### src/rtl/mau_pkg.sv
// Shared definitions for the MEM-stage load/store engine: op field layout,
// size codes, exception codes and the controller state encoding.
package mau_pkg;

  localparam int unsigned OP_STORE   = 3;
  localparam int unsigned OP_UNS     = 2;
  localparam int unsigned OP_SIZE_HI = 1;
  localparam int unsigned OP_SIZE_LO = 0;

  localparam logic [1:0] SZ_B = 2'd0;
  localparam logic [1:0] SZ_H = 2'd1;
  localparam logic [1:0] SZ_W = 2'd2;
  localparam logic [1:0] SZ_D = 2'd3;

  localparam logic [4:0] EXC_NONE = 5'd0;
  localparam logic [4:0] EXC_ADEL = 5'd4;
  localparam logic [4:0] EXC_ADES = 5'd5;
  localparam logic [4:0] EXC_DBE  = 5'd7;

  typedef enum logic [1:0] {
    ST_IDLE,
    ST_REQ,
    ST_RESP,
    ST_EXC
  } mau_state_e;

  // Natural alignment test on the three lowest address bits.
  function automatic logic is_misaligned(input logic [2:0] low_addr, input logic [1:0] size);
    logic bad;
    case (size)
      SZ_B:    bad = 1'b0;
      SZ_H:    bad = low_addr[0];
      SZ_W:    bad = |low_addr[1:0];
      default: bad = |low_addr[2:0];
    endcase
    return bad;
  endfunction

endpackage

### src/rtl/mau_load_ext.sv
// Load data lane select and sign/zero extension for the response path.
module mau_load_ext
  import mau_pkg::*;
#(
  parameter int unsigned DATA_W = 32,
  parameter int unsigned OFF_W  = $clog2(DATA_W / 8)
) (
  input  logic [DATA_W-1:0] rdata,
  input  logic [OFF_W-1:0]  off,
  input  logic [1:0]        size,
  input  logic              uns,
  output logic [DATA_W-1:0] ext
);

  logic [DATA_W-1:0] shifted;
  logic [DATA_W-1:0] keep;
  logic              sbit;

  always_comb begin
    shifted = rdata >> {off, 3'b000};
    // A shift by the full width clears the vector, so oversize accesses keep everything.
    keep    = ~({DATA_W{1'b1}} << (8 << size));
    case (size)
      SZ_B:    sbit = shifted[7];
      SZ_H:    sbit = shifted[15];
      SZ_W:    sbit = shifted[31];
      default: sbit = shifted[DATA_W-1];
    endcase
    ext = shifted & keep;
    if (!uns && sbit) begin
      ext = ext | ~keep;
    end
  end

endmodule

### src/rtl/mem_access_unit.sv
// MEM-stage load/store engine: aligns stores, runs a req/ack bus transaction
// and returns extended load data. Optional bus timeout under MAU_TIMEOUT_EN.
module mem_access_unit
  import mau_pkg::*;
#(
  parameter int unsigned DATA_W      = 32,
  parameter int unsigned ADDR_W      = 32,
  parameter int unsigned TIMEOUT_CYC = 255
) (
  input  logic                  clk,
  input  logic                  reset,
  input  logic                  req_valid,
  output logic                  req_ready,
  input  logic [3:0]            req_op,
  input  logic [ADDR_W-1:0]     req_addr,
  input  logic [DATA_W-1:0]     req_wdata,
  input  logic                  flush,
  output logic                  bus_req,
  output logic                  bus_we,
  output logic [ADDR_W-1:0]     bus_addr,
  output logic [DATA_W/8-1:0]   bus_be,
  output logic [DATA_W-1:0]     bus_wdata,
  input  logic                  bus_ack,
  input  logic [DATA_W-1:0]     bus_rdata,
  output logic                  resp_valid,
  output logic [DATA_W-1:0]     resp_rdata,
  output logic [4:0]            resp_exc,
  output logic [ADDR_W-1:0]     resp_badvaddr,
  output logic                  busy
);

  localparam int unsigned BYTES = DATA_W / 8;
  localparam int unsigned OFF_W = $clog2(BYTES);

  mau_state_e        state;
  logic              st_q;
  logic              uns_q;
  logic [1:0]        size_q;
  logic [ADDR_W-1:0] addr_q;
  logic              flushed_q;
  logic              resp_valid_q;

  logic              in_st;
  logic              in_uns;
  logic [1:0]        in_size;
  logic [OFF_W-1:0]  in_off;
  logic              in_bad;
  logic [BYTES-1:0]  be_calc;
  logic [DATA_W-1:0] ext_data;

  always_comb begin
    in_st   = req_op[OP_STORE];
    in_uns  = req_op[OP_UNS];
    in_size = req_op[OP_SIZE_HI:OP_SIZE_LO];
    in_off  = req_addr[OFF_W-1:0];
    in_bad  = is_misaligned(req_addr[2:0], in_size) || ((in_size == SZ_D) && (BYTES < 8));
    be_calc = ~({BYTES{1'b1}} << (1 << in_size)) << in_off;
  end

  mau_load_ext #(
    .DATA_W (DATA_W),
    .OFF_W  (OFF_W)
  ) u_load_ext (
    .rdata (bus_rdata),
    .off   (addr_q[OFF_W-1:0]),
    .size  (size_q),
    .uns   (uns_q),
    .ext   (ext_data)
  );

  assign req_ready  = (state == ST_IDLE);
  assign busy       = (state != ST_IDLE) || req_valid;
  // Response is registered on entry to RESP/EXC; a flush in that same cycle still kills it.
  assign resp_valid = resp_valid_q && !flush;

`ifdef MAU_TIMEOUT_EN
  localparam int unsigned TMO_W = $clog2(TIMEOUT_CYC + 1);
  logic [TMO_W-1:0] tmo_cnt;
`else
  logic unused_tmo;
  assign unused_tmo = ^TIMEOUT_CYC;
`endif

  always_ff @(posedge clk) begin
    if (reset) begin
      state         <= ST_IDLE;
      st_q          <= 1'b0;
      uns_q         <= 1'b0;
      size_q        <= SZ_B;
      addr_q        <= '0;
      flushed_q     <= 1'b0;
      resp_valid_q  <= 1'b0;
      bus_req       <= 1'b0;
      bus_we        <= 1'b0;
      bus_addr      <= '0;
      bus_be        <= '0;
      bus_wdata     <= '0;
      resp_rdata    <= '0;
      resp_exc      <= EXC_NONE;
      resp_badvaddr <= '0;
`ifdef MAU_TIMEOUT_EN
      tmo_cnt       <= '0;
`endif
    end else begin
      case (state)
        ST_IDLE: begin
          if (req_valid) begin
            st_q      <= in_st;
            uns_q     <= in_uns;
            size_q    <= in_size;
            addr_q    <= req_addr;
            flushed_q <= 1'b0;
            if (in_bad) begin
              state         <= ST_EXC;
              resp_valid_q  <= 1'b1;
              resp_rdata    <= '0;
              resp_exc      <= in_st ? EXC_ADES : EXC_ADEL;
              resp_badvaddr <= req_addr;
            end else begin
              state     <= ST_REQ;
              bus_req   <= 1'b1;
              bus_we    <= in_st;
              bus_addr  <= {req_addr[ADDR_W-1:OFF_W], {OFF_W{1'b0}}};
              bus_be    <= in_st ? be_calc : '1;
              bus_wdata <= in_st ? (req_wdata << {in_off, 3'b000}) : '0;
            end
          end
        end

        ST_REQ: begin
          if (bus_ack) begin
            state         <= ST_RESP;
            bus_req       <= 1'b0;
            bus_we        <= 1'b0;
            bus_addr      <= '0;
            bus_be        <= '0;
            bus_wdata     <= '0;
            resp_valid_q  <= !(flushed_q || flush);
            resp_rdata    <= st_q ? '0 : ext_data;
            resp_exc      <= EXC_NONE;
            resp_badvaddr <= '0;
`ifdef MAU_TIMEOUT_EN
            tmo_cnt       <= '0;
`endif
          end else begin
            flushed_q <= flushed_q || flush;
`ifdef MAU_TIMEOUT_EN
            if (tmo_cnt == TMO_W'(TIMEOUT_CYC - 1)) begin
              state         <= ST_EXC;
              bus_req       <= 1'b0;
              bus_we        <= 1'b0;
              bus_addr      <= '0;
              bus_be        <= '0;
              bus_wdata     <= '0;
              resp_valid_q  <= !(flushed_q || flush);
              resp_rdata    <= '0;
              resp_exc      <= EXC_DBE;
              resp_badvaddr <= addr_q;
              tmo_cnt       <= '0;
            end else begin
              tmo_cnt <= tmo_cnt + 1'b1;
            end
`endif
          end
        end

        ST_RESP, ST_EXC: begin
          state         <= ST_IDLE;
          resp_valid_q  <= 1'b0;
          resp_rdata    <= '0;
          resp_exc      <= EXC_NONE;
          resp_badvaddr <= '0;
        end

        default: state <= ST_IDLE;
      endcase
    end
  end

endmodule
### config.mk
export PLATFORM = sky130hd
export DESIGN_NAME = mem_access_unit
export DESIGN_NICKNAME = d
export VERILOG_FILES = /design/src/rtl/mau_pkg.sv /design/src/rtl/mau_load_ext.sv /design/src/rtl/mem_access_unit.sv
export SDC_FILE = /design/constraint.sdc
export NUM_CORES = 1
export LEC_CHECK = 0
export ABC_AREA = 1
export CORE_MARGIN = 8
export CORE_UTILIZATION = 46
export DETAILED_ROUTE_END_ITERATION = 8
export PLACE_DENSITY = 0.81
export SKIP_CTS_REPAIR_TIMING = 1
export SYNTH_ARGS = -nofsm -noshare
export SYNTH_HDL_FRONTEND = slang
export SYNTH_HIERARCHICAL = 1
export SYNTH_SLANG_ARGS = --single-unit
### constraint.sdc
create_clock -name clk -period 1.7 [get_ports clk]
set_input_delay 0.17 -clock clk [delete_from_list [all_inputs] [get_ports clk]]
set_output_delay 0.17 -clock clk [all_outputs]
set_load 0.005 [all_outputs]
## Word-level counts from Yosys, hierarchy flattened

Index checks and enable logic that the tools add are counted.

| word-level totals | value |
|---|---|
| bits in registers | 149 |
| latch bits | 0 |
| RAM bits | 0 |
| ROM bits | 0 |
| input port bits | 105 |
| output and inout port bits | 142 |
| memories | 0 |

| cells by class | value |
|---|---|
| add/subtract/negate cells | 0 |
| multiply operators | 0 |
| divide/modulo/power cells | 0 |
| magnitude comparators | 0 |
| eq/ne operators | 12 |
| shift-type cells | 7 |
| multiplexer cells | 47 |
| bitwise operators | 5 |
| reduce and logical (&&, ||, !) cells | 21 |

Operator list:

| kind | number |
|---|---|
| $mux W32 | 13 |
| $pmux W32 S3 | 2 |
| $pmux W32 S2 | 2 |
| $not A32 Y32 | 2 |
| $and A32 B32 Y32 | 1 |
| $or A32 B32 Y32 | 1 |
| $shl A1 B2 Y32 const A | 1 |
| $shl A32 B32 Y32 const A | 1 |
| $shl A32 B5 Y32 | 1 |
| $shl A4 B2 Y32 const A | 1 |
| $shl A4 B32 Y4 const A | 1 |
| $shr A32 B5 Y32 | 1 |
| $mux W4 | 4 |
| $mux W5 | 3 |
| $pmux W5 S3 | 1 |
| $mux W1 | 11 |
| $eq A2 B2 Y1 const B | 4 |
| $ne A2 B2 Y1 const B | 4 |
| $pmux W1 S2 | 4 |
| $pmux W4 S2 | 1 |
| $eq A2 B1 Y1 const B | 3 |
| $logic_not A2 Y1 | 3 |
| $mux W2 | 3 |
| $pmux W1 S3 | 2 |
| 13 further kinds | 22 |

## Longest topological paths before layout

| logic depth | value |
|---|---|
| depth in word-level cells | 9 |
| gate-level depth with buffers | 13 |
| depth with buffers taken out | 12 |

## Cells and area by module

The synthesis kept the hierarchy.

Modules (own cells, without submodules):

| module | instances | cells each | area an instance (um2) |
|---|---|---|---|
| mem_access_unit | 1 | 909 | 6,371.1 |
| mau_load_ext | 1 | 170 | 769.5 |

## Worst setup path before layout

OpenSTA, ideal clock, no wires.

| path | value |
|---|---|
| kind | flip-flop to flip-flop |
| start | register addr_q[0] |
| end | register resp_rdata[27] |
| library setup time | 116 ps |
| data arrival time | 1,377 ps |
| slack | 207 ps |
| cell stages (with the launch flop) | 13 |
| period minus slack after synthesis | 1,493 ps |
| cells stage by stage | dfxtp_1 buf_4 nand2_1 nand3_1 nand3_1 nand3_2 nand3_4 buf_6 nand2_1 nand2_1 nor2_1 o21ai_0 nor2_1 |

| on the way | value |
|---|---|
| cells in the longest elaborated chain, start to end | 7 |

Ends and longest elaborated chain:

| item | line | source |
|---|---|---|
| start: declaration | mem_access_unit.sv:39 | `logic [ADDR_W-1:0] addr_q;` |
| start signal: assignment | mem_access_unit.sv:111 | `addr_q <= req_addr;` |
| $shr A32 B5 Y32 (*) | mau_load_ext.sv:20 | `shifted = rdata >> {off, 3'b000};` |
| $pmux W1 S2 or $and A32 B32 Y32 (tied branches) | mau_load_ext.sv:23, mau_load_ext.sv:29 |  |
| $logic_and A1 B1 Y1 or $or A32 B32 Y32 (tied branches) | mau_load_ext.sv:30, mau_load_ext.sv:31 |  |
| $mux W32 (*) | mau_load_ext.sv:30 | `if (!uns && sbit) begin` |
| net ext_data[27] | mem_access_unit.sv:49 | `logic [DATA_W-1:0] ext_data;` |
| $mux W32 (*) | mem_access_unit.sv:139 | `resp_rdata <= st_q ? '0 : ext_data;` |
| $mux W32 (*) | mem_access_unit.sv:131 | `if (bus_ack) begin` |
| $pmux W32 S3 (*) | mem_access_unit.sv:105 | `case (state)` |
| end signal: assignment | mem_access_unit.sv:139 |  |
| end: declaration | mem_access_unit.sv:26 | `output logic [DATA_W-1:0] resp_rdata,` |

Mark *: on every way through the listed nets, which the timed path passes. The rest lies on a longest branch. The select of a mux whose other input is x is not followed.
A chain may end at the register's enable or synchronous reset.

## Final worst setup path

| path | value |
|---|---|
| start | register addr_q[0] |
| end | register resp_rdata[6] |

Same word-level chain as after synthesis.

==> metrics.txt <==
Place WS=-0.1435 ns; Startpoint Class=flop; pwr/cell area=981.5 nW/um2; largest family of logic cells by synthesized area=simple AND/OR/NAND/NOR gates; Worst Path Required=about 2 ns; Initial DRC Count=694; proportion of layout cells with a drive suffix above 1=0.08779; Async S/R FF share, synth=0; GR Util met1=0.2921; Tmin final=approximately 1.6 ns; HPWL Detailed=around 18000 um; hold_sp=reset; pin count of the biggest net entering global routing=76; # fillers=approximately 1300; GR Overflow Total=0; clock slew at reported path FFs=roughly 0.060 ns; reg2reg setup slack=0.09 ns; placer congestion estimate=0.9225; Static Leakage=roughly 4.2 nW; CTS tree=done; Synth Area in Compound Gates=0.1405; Cell variety after synth=31; GRT met2 Usage=0.4019; # IOs=247; die span in x=roughly 140 um; kind of critical path=flop to flop; Die Ht=140.6 um; Reg2Reg Launch Point=addr_q[0]$_SDFFE_PP0P_; first-pass iteration count of the detailed router=6; hold slack=0.2730 ns; Synth Area in Simple Gates=0.3520; first-pass GRT wire length=38960 um; largest area contributor in the synthesized netlist=dfxtp_1; Mapped Cells=1079; Area Overhead vs Synth=45.93%; worst min-delay path class=primary input to flop; multiplexer share of the synthesized area=0; Initial Util=0.4697; Placed Area=9794 um2; ys flop type=dfxtp_1; Port Buffers=about 240; maxcap violations=0; # DRC=0; Total Power=10.23 mW; P_int=7.001 mW; CP Data Arrival Time=~1.9 ns; worst-path fanout max=35; Clk pwr share=0.345; initial antenna violation count=0; GR peak layer=met2; switching share of total power=0.3155; CTS H-tree lvls=4; Final nets=~1400; Tot GR Track Use=0.2422; Finished Cell Area=10420 um2; Setup violations, final=0; post-DR vias/cell=approximately 5.4; sequential share of power=0.373; Post-Synthesis Cell Area=approximately 7100 um2; cell types occupying the most area after synthesis=dfxtp_1 40%, nand2_1 15%, a21oi_1 9.3%, nor2_1 6.9%, nand3_1 6.2%; share of the synthesized area in the top cell type=0.4037; maximum vdd drop=0.7467 mV; status=finished, final reports clean; antenna cells=0; Synth Area in Adders=0; Clock Skews=0.007279 ns; clock tree buffer depth=2; total CTS buffers=17; clock sinks=144; xor/xnor share of the synthesized area=0; global-route met3 utilization=0.06381; Final ANT Viol Nets=0; CP endpoint kind=flop; core area=roughly 15000 um2; Worst-Skew Late Latency=between 0.4 and 0.5 ns; register area share after synthesis=0.4037; final worst-path cycle share=0.9451; Worst Setup Slack, final=0.09340 ns; Combinational Power Share=0.281; yosys warns=6; number of global-route vias before repair=7542; synth cell count leaders=294 x nand2_1, 144 x dfxtp_1, 132 x a21oi_1, 131 x nor2_1, 89 x nand3_1; Rows=45; Die ar.=19770 um2; Routed wire per std cell=16.71 um; Clk Tree Root Cell=clkbuf_16; Switch Pwr=3.226 mW; Critical Path Source=addr_q[0]$_SDFFE_PP0P_; vias=8045; most common cell in the netlist=nand2_1; EDFF count, synth=0; Avg Cell Area, Syn=6.618 um2; FF+latch count, synth=144; fmax=622.4 MHz; Fin. Hold Viols=0; Max Slew Vio Count=0; final wirelength=25040 um
[registers in the layout, indices dropped and copies added (netlist names)]
| signal | count |
|---|---|
| resp_rdata | 32 |
| flushed_q | 1 |
| bus_we | 1 |
| st_q | 1 |
| uns_q | 1 |
| resp_valid_q | 1 |
| bus_be | 4 |
| bus_req | 1 |
| state | 2 |
| size_q | 2 |
| resp_exc | 2 |
| bus_addr | 30 |
| bus_wdata | 32 |
| resp_badvaddr | 32 |
| addr_q | 2 |
[critical path: stages (launching register included)]
cell and delay, ns:
dfxtp_4 0.37, buf_4 0.14, buf_12 0.16, o21ai_0 0.28, a22oi_1 0.15, nand2_1 0.10, nor2_1 0.04, o21ai_0 0.20
nor2_1 0.06
[stage by stage]
stage            util  setup TNS, ns  cells
2_1_floorplan       -              0   1083
3_3_place_gp   0.6443         -4.833   1464
3_5_place_dp   0.6443         -8.984   1464
4_1_cts        0.6812        -0.5576   1496
5_1_grt        0.6854       -0.03796   1498
6_report       0.6854              0   1498
[placed cells by master (no fill, tap or decap), types with 2 or more instances in the layout]
cell             Yosys  layout
clkdlybuf4s50_1      0     238
clkbuf_16            0      17
a22oi_1              3       3
o21ai_1              1       8
clkinvlp_4           0       4
nand3_2              3       2
buf_12               0      12
nor2_2               2       6
nand2_2              4       8
dlymetal6s2s_1       0       2
o221ai_1             4       4
clkinv_4             0       3
nor3_1               2       2
nand4_1             54      54
nand3_1             89      89
o21ai_0             50      43
dfxtp_1            144     140
dfxtp_2              0       3
o211ai_1             3       3
nor2_1             131     127
conb_1               1       5
nand2_4              2       2
clkinv_2             0       2
a21oi_1            132     132
nand3_4              1       3
inv_2                7       9
buf_4               15      36
nand2_1            294     290
inv_6                0       4
inv_1               53      51
[power groups by stage]
stage               Sequential, mW  Clock [mW]  Combinational [mW]
floorplan                     3.89           0                1.51
global placement              3.88           0                2.77
detailed placement            3.89           0                2.80
CTS                           3.82        3.59                2.81
global route                  3.85        3.73                3.15
finish                        3.82        3.53                2.88
[layout make-up]
cell class | count | area (um2) | share of cell area
multi-input combinational | 784 | 3581 | 0.3437
timing repair buffer | 288 | 2918 | 0.2800
sequential | 144 | 2890 | 0.2774
clock buffer | 18 | 429.2 | 0.04119
inverter | 62 | 235.2 | 0.02257
tap | 188 | 235.2 | 0.02257
clock inverter | 14 | 131.4 | 0.01261
[cell families (layout without fill, tap and decap cells)]
family,after synthesis,after routing
and+or+nand+nor,584,585
DFF,144,144
AOI/OAI and AO/OA,194,194
buffers and inverters,156,382
other,1,5
[path summary, 6_finish.rpt]
kind,end,depth (start not counted)
worst max register to register,resp_rdata[6]$_SDFFE_PP0P_,8
worst min-delay path,bus_wdata[19]$_SDFFE_PP0P_,3
worst min register to register,resp_badvaddr[24]$_SDFFE_PP0P_,2
worst max-delay path,resp_rdata[6]$_SDFFE_PP0P_,8
[layer usage]
metal  vias to the layer above  wire (um)
met5                         -          0
met4                         0        863
met3                        55       2106
met2                       373      11820
met1                      3645      10250
li1                       3972          -
No activity file was read; power rests on OpenSTA's default activity.
